### src/rtl/add_accum.sv
// add_accum: packet accumulator behind an adder stage.
// Sums signed operands of a packet (wrapping), counts them (saturating) and
// tracks sticky signed overflow. At the packet's last operand it holds the
// result until downstream accepts it, stalling upstream in the meantime.
module add_accum #(
    parameter int WIDTH = 32,
    parameter int CNT_W = 8
) (
    input  logic             clk,
    input  logic             rst_n,
    input  logic             clr,
    input  logic             in_valid,
    input  logic [WIDTH-1:0] in_data,
    input  logic             in_last,
    output logic             in_ready,
    output logic             out_valid,
    output logic [WIDTH-1:0] out_sum,
    output logic [CNT_W-1:0] out_count,
    output logic             out_ovf,
    input  logic             out_ready
);

    typedef enum logic {
        ACC  = 1'b0,   // accepting operands of the current packet
        HOLD = 1'b1    // presenting the completed packet result
    } state_t;

    localparam logic [CNT_W-1:0] CNT_MAX = '1;
    localparam logic [CNT_W-1:0] CNT_ONE = CNT_W'(1);

    state_t           state;
    logic [WIDTH-1:0] acc;
    logic [CNT_W-1:0] count;
    logic             ovf;

    logic [WIDTH-1:0] sum_next;
    logic             ovf_step;
    logic             in_fire;
    logic             out_fire;

    // Handshake decode and the next running sum with its overflow condition.
    always_comb begin
        // NOTE: every signal driven here gets a value on every path, so no latch is inferred.
        sum_next = acc + in_data;
        // Overflow: both addends share a sign and the wrapped result flips it.
        ovf_step = (acc[WIDTH-1] == in_data[WIDTH-1]) &&
                   (sum_next[WIDTH-1] != acc[WIDTH-1]);
        in_fire  = in_valid && in_ready;
        out_fire = out_valid && out_ready;
    end

    // Ready/valid are pure decodes of the state register.
    assign in_ready  = (state == ACC);
    assign out_valid = (state == HOLD);

    // Result ports expose the working registers directly.
    assign out_sum   = acc;
    assign out_count = count;
    assign out_ovf   = ovf;

    // Packet state machine: accumulate in ACC, present in HOLD; clr wins over everything.
    always_ff @(posedge clk or negedge rst_n) begin
        // NOTE: state uses non-blocking assignments so every register samples pre-edge values.
        if (!rst_n) begin
            state <= ACC;
            acc   <= '0;
            count <= '0;
            ovf   <= 1'b0;
        end else if (clr) begin
            state <= ACC;
            acc   <= '0;
            count <= '0;
            ovf   <= 1'b0;
        end else begin
            unique case (state)
                ACC: begin
                    if (in_fire) begin
                        acc   <= sum_next;
                        count <= (count == CNT_MAX) ? count : count + CNT_ONE;
                        ovf   <= ovf | ovf_step;
                        if (in_last) begin
                            state <= HOLD;
                        end
                    end
                end
                HOLD: begin
                    if (out_fire) begin
                        state <= ACC;
                        acc   <= '0;
                        count <= '0;
                        ovf   <= 1'b0;
                    end
                end
                default: state <= ACC;
            endcase
        end
    end

endmodule
### config.mk
export PLATFORM = sky130hd
export DESIGN_NAME = add_accum
export DESIGN_NICKNAME = d
export VERILOG_FILES = /design/src/rtl/add_accum.sv
export SDC_FILE = /design/constraint.sdc
export NUM_CORES = 1
export LEC_CHECK = 0
export CAP_MARGIN = 20
export CORE_AREA = 2 2 89 91
export DETAILED_ROUTE_END_ITERATION = 10
export DIE_AREA = 0 0 91 93
export HOLD_SLACK_MARGIN = 0.02
export PLACE_DENSITY = 0.73
export SKIP_LAST_GASP = 1
export SLEW_MARGIN = 20
export SYNTH_ARGS = -nofsm -noshare
export SYNTH_HDL_FRONTEND = slang
export SYNTH_SLANG_ARGS = --single-unit
### constraint.sdc
create_clock -name clk -period 3.4 [get_ports clk]
set_clock_uncertainty 0.05 [all_clocks]
set_input_delay 0.51 -clock clk [delete_from_list [all_inputs] [get_ports clk]]
set_output_delay 0.51 -clock clk [all_outputs]
set_load 0.02 [all_outputs]
[After elaboration in Yosys (flattened, before gate mapping)]
Cells that the tools add are included.
Storage, ports and cells
  register bits: 42
  bits of input ports: 38
  output and inout bits: 43
  logic and storage cells: 37
Cells by class
  add/subtract/negate cells: 2
  equal/unequal tests: 6
  multiplexer cells: 18
  bitwise operators: 2
  reductions and logical operators: 5
Operator list (count)
  two-way mux 32 bit: 3
  case mux 32 bit (2 select lines): 1
  adder 32 bit: 1
  two-way mux 8 bit: 4
  case mux 8 bit (2 select lines): 1
  adder 8 x 1 -> 8 bit (second input constant): 1
  == test 8 bit (second input constant): 1
  two-way mux 1 bit: 7
  != test 3 x 2 -> 1 bit (second input constant): 2
  case mux 1 bit (2 select lines): 2
  logical AND 1 bit: 3
  != test 3 bit (second input constant): 1
  AND reduction 3 bit: 1
  AND reduction 2 bit: 1
  == test 1 bit: 1
  != test 1 bit: 1
  NOT 1 bit: 1
  bitwise OR 1 bit: 1

[Longest topological paths before layout]
Gate-level depths: netlist of run 1.
  word-level depth: 7
  gate-level depth with buffers: 11
  gate-level depth less buffers: 11

[Least setup slack after synthesis of run 1]
Ideal clock, no wire load.
  kind: input to register
  from: input port in_data[0]
  to: register acc[28], in the netlist out_sum[28]
  library setup time: 0.129 ns
  data arrival time: 2.661 ns
  required time: 3.221 ns
  setup slack: 0.560 ns
  cell stages on the path: 11
  path buffers: 0
  path through: ha_1 > fa_1 > a211oi_2 > o21bai_1 > a21o_1 > a21oi_4 > o21bai_2 > a311o_1 > a31oi_1 > xor2_1 > o21ai_1
On the way
  cells in the longest elaborated chain, start to end: 4
Ends and longest elaborated chain
  start: declaration: RTL line 13  | input logic [WIDTH-1:0] in_data,
  adder 32 bit: RTL line 44  | sum_next = acc + in_data;
  two-way mux 32 bit: RTL line 77  | if (in_fire) begin
  case mux 32 bit (2 select lines): RTL line 75  | unique case (state)
  two-way mux 32 bit: RTL line 69  | end else if (clr) begin
  end signal: assignment: RTL line 78  | acc <= sum_next;
  end: declaration: RTL line 32  | logic [WIDTH-1:0] acc;
No other way between the ends. The select of a mux whose other input is x is not followed.
A chain may end at the register's enable or synchronous reset.

[Worst setup path after layout of run 1]
Ends and elaborated chain as after synthesis.

==> results of run 1 <==
state kept, by name, summed over array words and instances, names as in the netlist:
signal and count:
out_sum 32, out_count 8, out_ovf 1, out_valid 1
placed cells by master (no fill, tap or decap), types with 8 or more instances in the layout:
master	Yosys	final
clkdlybuf4s50_1	0	79
nand2_1	50	50
dfrtp_1	42	42
ha_1	32	32
o21ai_0	28	28
a21oi_1	25	25
nor2_1	19	18
xor2_1	17	17
xnor2_1	16	16
a21o_1	14	14
inv_1	8	8
buf_4	0	8
cell usage after synthesis (4+ instances only):
cell type  instances
nand2_1           50
dfrtp_1           42
ha_1              32
o21ai_0           28
a21oi_1           25
nor2_1            19
xor2_1            17
xnor2_1           16
a21o_1            14
inv_1              8
clkbuf_1           7
nand3_1            7
o21bai_1           7
o21ai_1            6
a211oi_1           4
a22o_1             4
and3_1             4
nand4_1            4
nor3_1             4
final cells by class:
type                            instances  area, sq um  area share, %
Timing Repair Buffer                   88          856           19.5
Tap cell                              102          128           2.91
Clock buffer                            5         68.8           1.57
Inverter                                8         30.0          0.686
Clock inverter                          3         40.0          0.914
Multi-Input combinational cell        308         2210           50.4
Sequential cell                        42         1050           24.0
cells by family after synthesis:
group / count (synthesis) / share of synthesized area (%)
adder cells (fa/ha/maj): 33 / 12.7
buffers and inverters: 17 / 2.00
flip-flops: 42 / 31.7
AO/OA/AOI/OAI: 125 / 26.5
multiplexers: 4 / 1.24
AND/OR/NAND/NOR: 113 / 17.3
XOR/XNOR: 33 / 8.70
report_power, final:
part,internal [mW],leakage (nW),total (mW),switching [mW]
clock network,0.216,0.0579,0.395,0.179
logic,0.494,1.33,1.05,0.561
registers,0.572,0.563,0.639,0.0670
worst register-to-register path, stage by stage, from the launching register on:
cell and delay [ns]:
dfrtp_1 0.40, ha_1 0.22, fa_1 0.43, a211oi_2 0.19
o21bai_1 0.09, a21o_1 0.23, a21oi_4 0.15, o21bai_2 0.13
a311o_1 0.34, a31oi_1 0.23, xor2_1 0.16, o21ai_1 0.07
worst paths after layout:
path | from | endpoint | slack (ns) | depth (start not counted)
worst max-delay path | in_data[0] | out_sum[28] | 0.34 | 12
worst min-delay path | rst_n | out_sum[3] | 0.32 | 1
worst max register to register | out_sum[0] | out_sum[28] | 0.57 | 11
worst min register to register | out_sum[17] | out_sum[17] | 0.47 | 2
max in group asynchronous | rst_n | out_sum[23] | 2.38 | 1
min in group clk | out_sum[17] | out_sum[17] | 0.47 | 2
metal layers:
layer  up-vias  share of wire, %  global-route usage [%]
li1       1520                 -                       -
met1      1432                49                    27.6
met2        76                45                    33.7
met3        13               4.2                    3.71
met4         0               1.3                    4.92
met5         -                 0                       0
metrics by stage:
step                      area (sq um)  hold slack, ns  util, %  power (mW)
after global placement            4270           0.445     56.7        1.68
after detailed placement          4270           0.454     56.7        1.70
after CTS                         4380           0.358     58.2        2.10
after floorplan                   3320           0.164        -        1.35
after global routing              4380           0.388     58.2        2.25
final                             4380           0.316     58.2        2.09
==> out/qor_table.md, run 1 <==
| Quantity | This run | Unit |
|:---|:---|:---|
| Biggest area consumer among synthesized cells | dfrtp_1 | - |
| Number of enable flip-flop cells after synthesis | 0 | - |
| Distinct cells, synth | 64 | - |
| Fraction of post-synthesis cell area in the top cell type by area | 31.7 | % |
| Dominant cells by area after synthesis | dfrtp_1, ha_1, nand2_1 | - |
| Number of nets produced by synthesis | 438 | - |
| Family of cells with the greatest summed delay on the critical path | compound AO/OA/AOI/OAI gates | - |
| Die height | 93 | um |
| Primary FF master, synth | dfrtp_1 | - |
| Placement row count | 32 | - |
| Required @ worst endpoint | 3.51 | ns |
| Via density | 5.47 | - |
| Fraction of the yosys area taken by sequential cells | 31.7 | % |
| Final layout net count | 524 | - |
| Critical path launch point type | input port | - |
| Ports | 81 | - |
| Power Dens Cells | 477 | nW/um^2 |
| CP Cell Sequence | clkdlybuf4s50_1, ha_1, fa_1, a211oi_2, o21bai_1, a21o_1, a21oi_4, o21bai_2, a311o_1, a31oi_1, xor2_1, o21ai_1 | - |
| Number of cells in the finished layout apart from fillers | 556 | - |
| Area overhead of the layout relative to synthesis | 31.9 | % |
| Master cell of the clock root buffer | clkbuf_8 | - |
| Placeable core area | 7530 | sq um |
| Synth Cell Area | 3320 | sq um |
| Critical-path cell with the highest stage delay | fa_1 | - |
| Delay of the slowest critical-path stage | 0.43 | ns |
| Post-layout min period | 3.06 | ns |
| Final worst setup slack | 0.343 | ns |
| Startpoint-to-endpoint class of the critical path | in2reg | - |
| Final antenna-violating net count | 0 | - |
| Starting Density | 44.1 | % |
| Class of the worst hold path | in2async | - |
| Arrival time reported for the critical path endpoint | 3.17 | ns |
| Clock-pin transition on the worst setup and hold timing paths | 0.08 | ns |
| Max-capacitance violation count | 0 | - |
| Max rail drop VDD | 0.297 | mV |
| Final hold viol count | 0 | - |
| Count of yosys warnings during synthesis | 0 | - |
| DIE WIDTH | 91 | um |
| Seq cells post-synth | 42 | - |
| Global Route Usage Sum | 20.3 | % |
| Antenna fix cells | 0 | - |
| H-tree Lvls | 2 | - |
| Max Buffers Root-to-Sink | 2 | - |
| Iteration-0 DRC Markers | 117 | - |
| CTS buffer count | 5 | - |
| Result of the run | finished clean | - |
| First-pass GRT wire length | 14200 | um |
| Number of clock sinks | 42 | - |
| Placer congestion estimate | 0.910 | - |
| Post-Route WL | 8170 | um |
| DP Wirelength | 6210 | um |
| Setup Buffers After CTS | 0 | - |
| Clock tree from TritonCTS | yes | - |
| Residual overflow from global routing | 0 | - |
| Share of final-layout standard cells stronger than drive strength 1 | 8.37 | % |
| Number of antenna violations at the first check in global routing | 0 | - |
| Avg Cell Area, Syn | 9.05 | sq um |
| Slew HR | 34.9 | % |
| Proportion of register bits with asynchronous set or reset after synthesis | 100 | % |
| Number of port buffers | 80 | - |
| Leak | 1.95 | nW |
| Maximum fanout along the worst path | 4 | - |
| Remaining routing DRC violations | 0 | - |
| Filler cell count in the final layout | 707 | - |
| Routed length per placed instance | 14.7 | um |
| Gates resized, CTS repair | 0 | - |
| Die area | 8460 | sq um |
| Largest net degree at the start of global routing | 43 | - |
| Part of the cycle the worst path needs | 89.9 | % |
| RSZ-0062 raised after global routing | no | - |
| Final-report setup violation count | 0 | - |
| Cells after Synth | 367 | - |
| Router iterations before antenna repair | 4 | - |
| Crit path capture type | flop | - |
| Number of cells in the design after placement | 548 | - |
| Worst slack at placement | 0.0413 | ns |
| Top achievable clock speed | 0.327 | GHz |
| Total negative slack | 0 | ns |
| Worst-Skew Late Latency | 0.30 | ns |
| Count of buffer and inverter cells on the critical path | 1 | - |
| Count of hold-fix buffers inserted at cts | 0 | - |
| Max Slew Vio Count | 0 | - |
| Total number of vias | 3041 | - |
| Slew at the pin with the worst max-slew slack | 0.977 | ns |
| Vias in the first global route | 3089 | - |
(Power assumes the default switching activity.)
==> run 2: changes to the inputs <==
Settings changed: REMOVE_ABC_BUFFERS set to 1.
==> out/qor_table.md, run 2 (synthesized netlist as in run 1, its figures left out) <==
| Quantity | This run | Unit | Change |
|:---|:---|:---|:---|
| Internal cell power | 1.39 | mW | was 1.28 mW |
| Top achievable clock speed | 0.331 | GHz | was 0.327 GHz |
| Gates resized, CTS repair | 0 | - | unchanged |
| R2R setup slack | 0.60 | ns | was 0.57 ns |
| Total negative slack | 0 | ns | unchanged |
| Flip-flop count of the largest register, all copies and words added | 32 | - | unchanged |
| FF-to-FF path depth | 11 | - | unchanged |
| Router iterations before antenna repair | 4 | - | unchanged |
| Worst-Skew Late Latency | 0.30 | ns | about the same |
| Final layout net count | 525 | - | was 524 |
| Count of buffer and inverter cells on the critical path | 1 | - | unchanged |
| Number of antenna violations at the first check in global routing | 0 | - | unchanged |
| Slew HR | 44.4 | % | was 34.9% |
| Die area | 8460 | sq um | unchanged |
| Portion of total power attributed to sequential cells | 29.0 | % | was 30.6% |
| Placement row count | 32 | - | unchanged |
| Startpoint-to-endpoint class of the critical path | in2reg | - | unchanged |
| Global Route Usage Sum | 19.3 | % | was 20.3% |
| Filler cell count in the final layout | 716 | - | was 707 |
| Power share of the combinational group | 48.1 | % | was 50.5% |
| Share of final-layout standard cells stronger than drive strength 1 | 8.57 | % | was 8.37% |
| Ports | 81 | - | unchanged |
| Starting Density | 44.1 | % | unchanged |
| Total stage count of the critical path | 12 | - | unchanged |
| Routed length per placed instance | 14.7 | um | about the same |
| Critical path launch point type | input port | - | unchanged |
| Slew at the pin with the worst max-slew slack | 0.833 | ns | was 0.977 ns |
| Arrival time reported for the critical path endpoint | 3.16 | ns | was 3.17 ns |
| Terminus of the critical flop-to-flop path | out_sum[28] | - | unchanged |
| CTS buffer count | 5 | - | unchanged |
| First-pass GRT wire length | 13400 | um | was 14200 um |
| Leak | 1.97 | nW | was 1.95 nW |
| Maximum fanout along the worst path | 4 | - | unchanged |
| Post-Route WL | 8210 | um | was 8170 um |
| Largest net degree at the start of global routing | 43 | - | unchanged |
| Remaining routing DRC violations | 0 | - | unchanged |
| Result of the run | finished clean | - | unchanged |
| Residual overflow from global routing | 0 | - | unchanged |
| Final Hold Slack | 0.137 | ns | was 0.316 ns |
| Via density | 5.51 | - | was 5.47 |
| Crit path capture type | flop | - | unchanged |
| Count of hold-fix buffers inserted at cts | 0 | - | unchanged |
| Total number of vias | 3068 | - | was 3041 |
| Post-layout min period | 3.02 | ns | was 3.06 ns |
| Number of port buffers | 80 | - | unchanged |
| Highest-count cells in the layout ignoring fill and taps | clkdlybuf4s50_1, nand2_1, dfrtp_1 | - | unchanged |
| Switch share | 37.4 | % | was 38.6% |
| Vias in the first global route | 2895 | - | was 3089 |
| Class of the worst hold path | in2async | - | unchanged |
| Required @ worst endpoint | 3.55 | ns | was 3.51 ns |
| Final hold viol count | 0 | - | unchanged |
| Placer congestion estimate | 0.829 | - | was 0.910 |
| Critical-path cell with the highest stage delay | fa_1 | - | unchanged |
| DP Wirelength | 6220 | um | was 6210 um |
| Master cell of the clock root buffer | clkbuf_8 | - | unchanged |
| Area overhead of the layout relative to synthesis | 33.2 | % | was 31.9% |
| Clock-pin transition on the worst setup and hold timing paths | 0.09 | ns | was 0.08 ns |
| Portion of total power attributed to the clock network | 22.9 | % | was 18.9% |
| Setup Buffers After CTS | 0 | - | unchanged |
| Antenna fix cells | 0 | - | unchanged |
| Delay of the slowest critical-path stage | 0.41 | ns | was 0.43 ns |
| Max Buffers Root-to-Sink | 2 | - | unchanged |
| Final-report setup violation count | 0 | - | unchanged |
| Setup crit start | in_data[0] | - | unchanged |
| Max Slew Vio Count | 0 | - | unchanged |
| Final antenna-violating net count | 0 | - | unchanged |
| Part of the cycle the worst path needs | 88.8 | % | was 89.9% |
| Origin of the critical flop-to-flop path | out_sum[0] | - | unchanged |
| Max rail drop VDD | 0.281 | mV | was 0.297 mV |
| CP Cell Sequence | clkdlybuf4s50_1, ha_1, fa_1, a211oi_2, o21bai_1, a21o_1, a21oi_4, o21bai_2, a311o_1, a31oi_1, xor2_1, o21ai_1 | - | unchanged |
| Most common library cell in the layout ignoring fill and taps | clkdlybuf4s50_1 | - | unchanged |
| RSZ-0062 raised after global routing | no | - | unchanged |
| Placeable core area | 7530 | sq um | unchanged |
| Power Dens Cells | 500 | nW/um^2 | was 477 nW/um^2 |
| End point of the critical path | out_sum[28] | - | unchanged |
| Switching component of the power | 0.826 | mW | was 0.806 mW |
| Family of cells with the greatest summed delay on the critical path | compound AO/OA/AOI/OAI gates | - | unchanged |
| DIE WIDTH | 91 | um | unchanged |
| H-tree Lvls | 2 | - | unchanged |
| Max-capacitance violation count | 0 | - | unchanged |
| Die height | 93 | um | unchanged |
| Clock tree from TritonCTS | yes | - | unchanged |
| Iteration-0 DRC Markers | 105 | - | was 117 |
| Number of clock sinks | 42 | - | unchanged |
[run 2: layer usage]
layer | track usage [%] | part of all wire [%] | routed length (um) | up-vias
met5 | 0 | 0 | 0 | -
met4 | 5.18 | 1.1 | 87 | 0
met3 | 2.58 | 3.4 | 278 | 8
met2 | 33.5 | 50 | 4090 | 59
met1 | 25.4 | 46 | 3750 | 1474
li1 | - | - | - | 1527
[run 2: cell type report]
class	instances	area [sq um]	share of cell area (%)
Clock inverter	2	60.1	1.36
Inverter	8	30.0	0.679
Timing Repair Buffer	89	866	19.6
Sequential cell	42	1050	23.8
Multi-Input combinational cell	308	2210	49.9
Tap cell	102	128	2.89
Clock buffer	6	82.6	1.87
[run 2: power by group through the flow]
stage               logic (mW)  clock network, mW  registers, mW
finish                    1.06              0.507          0.641
floorplan                0.617                  0          0.728
detailed placement        1.06                  0          0.650
global route              1.16              0.539          0.653
CTS                       1.07              0.522          0.641
global placement          1.04                  0          0.647
[run 2: worst min-delay path by stage]
stage | end | slack (ns) | cells past startpoint
floorplan | out_count[0] | 0.16 | 0
finish | out_sum[29] | 0.14 | 1
CTS | out_sum[29] | 0.35 | 1
global route | out_sum[29] | 0.19 | 1
detailed placement | out_sum[28] | 0.45 | 2
global placement | out_sum[17] | 0.44 | 2
[run 2: through the flow]
| step | setup slack [ns] | instance area (sq um) | power, mW | util [%] | cells |
|---|---|---|---|---|---|
| 6_report | 0.382 | 4420 | 2.21 | 58.8 | 557 |
| 5_1_grt | 0.218 | 4420 | 2.35 | 58.8 | 557 |
| 4_1_cts | 0.378 | 4420 | 2.23 | 58.7 | 557 |
| 3_5_place_dp | 0.0683 | 4280 | 1.71 | 56.8 | 549 |
| 3_3_place_gp | 0.0870 | 4280 | 1.69 | 56.8 | 549 |
| 2_1_floorplan | 0.547 | 3280 | 1.35 | - | 358 |
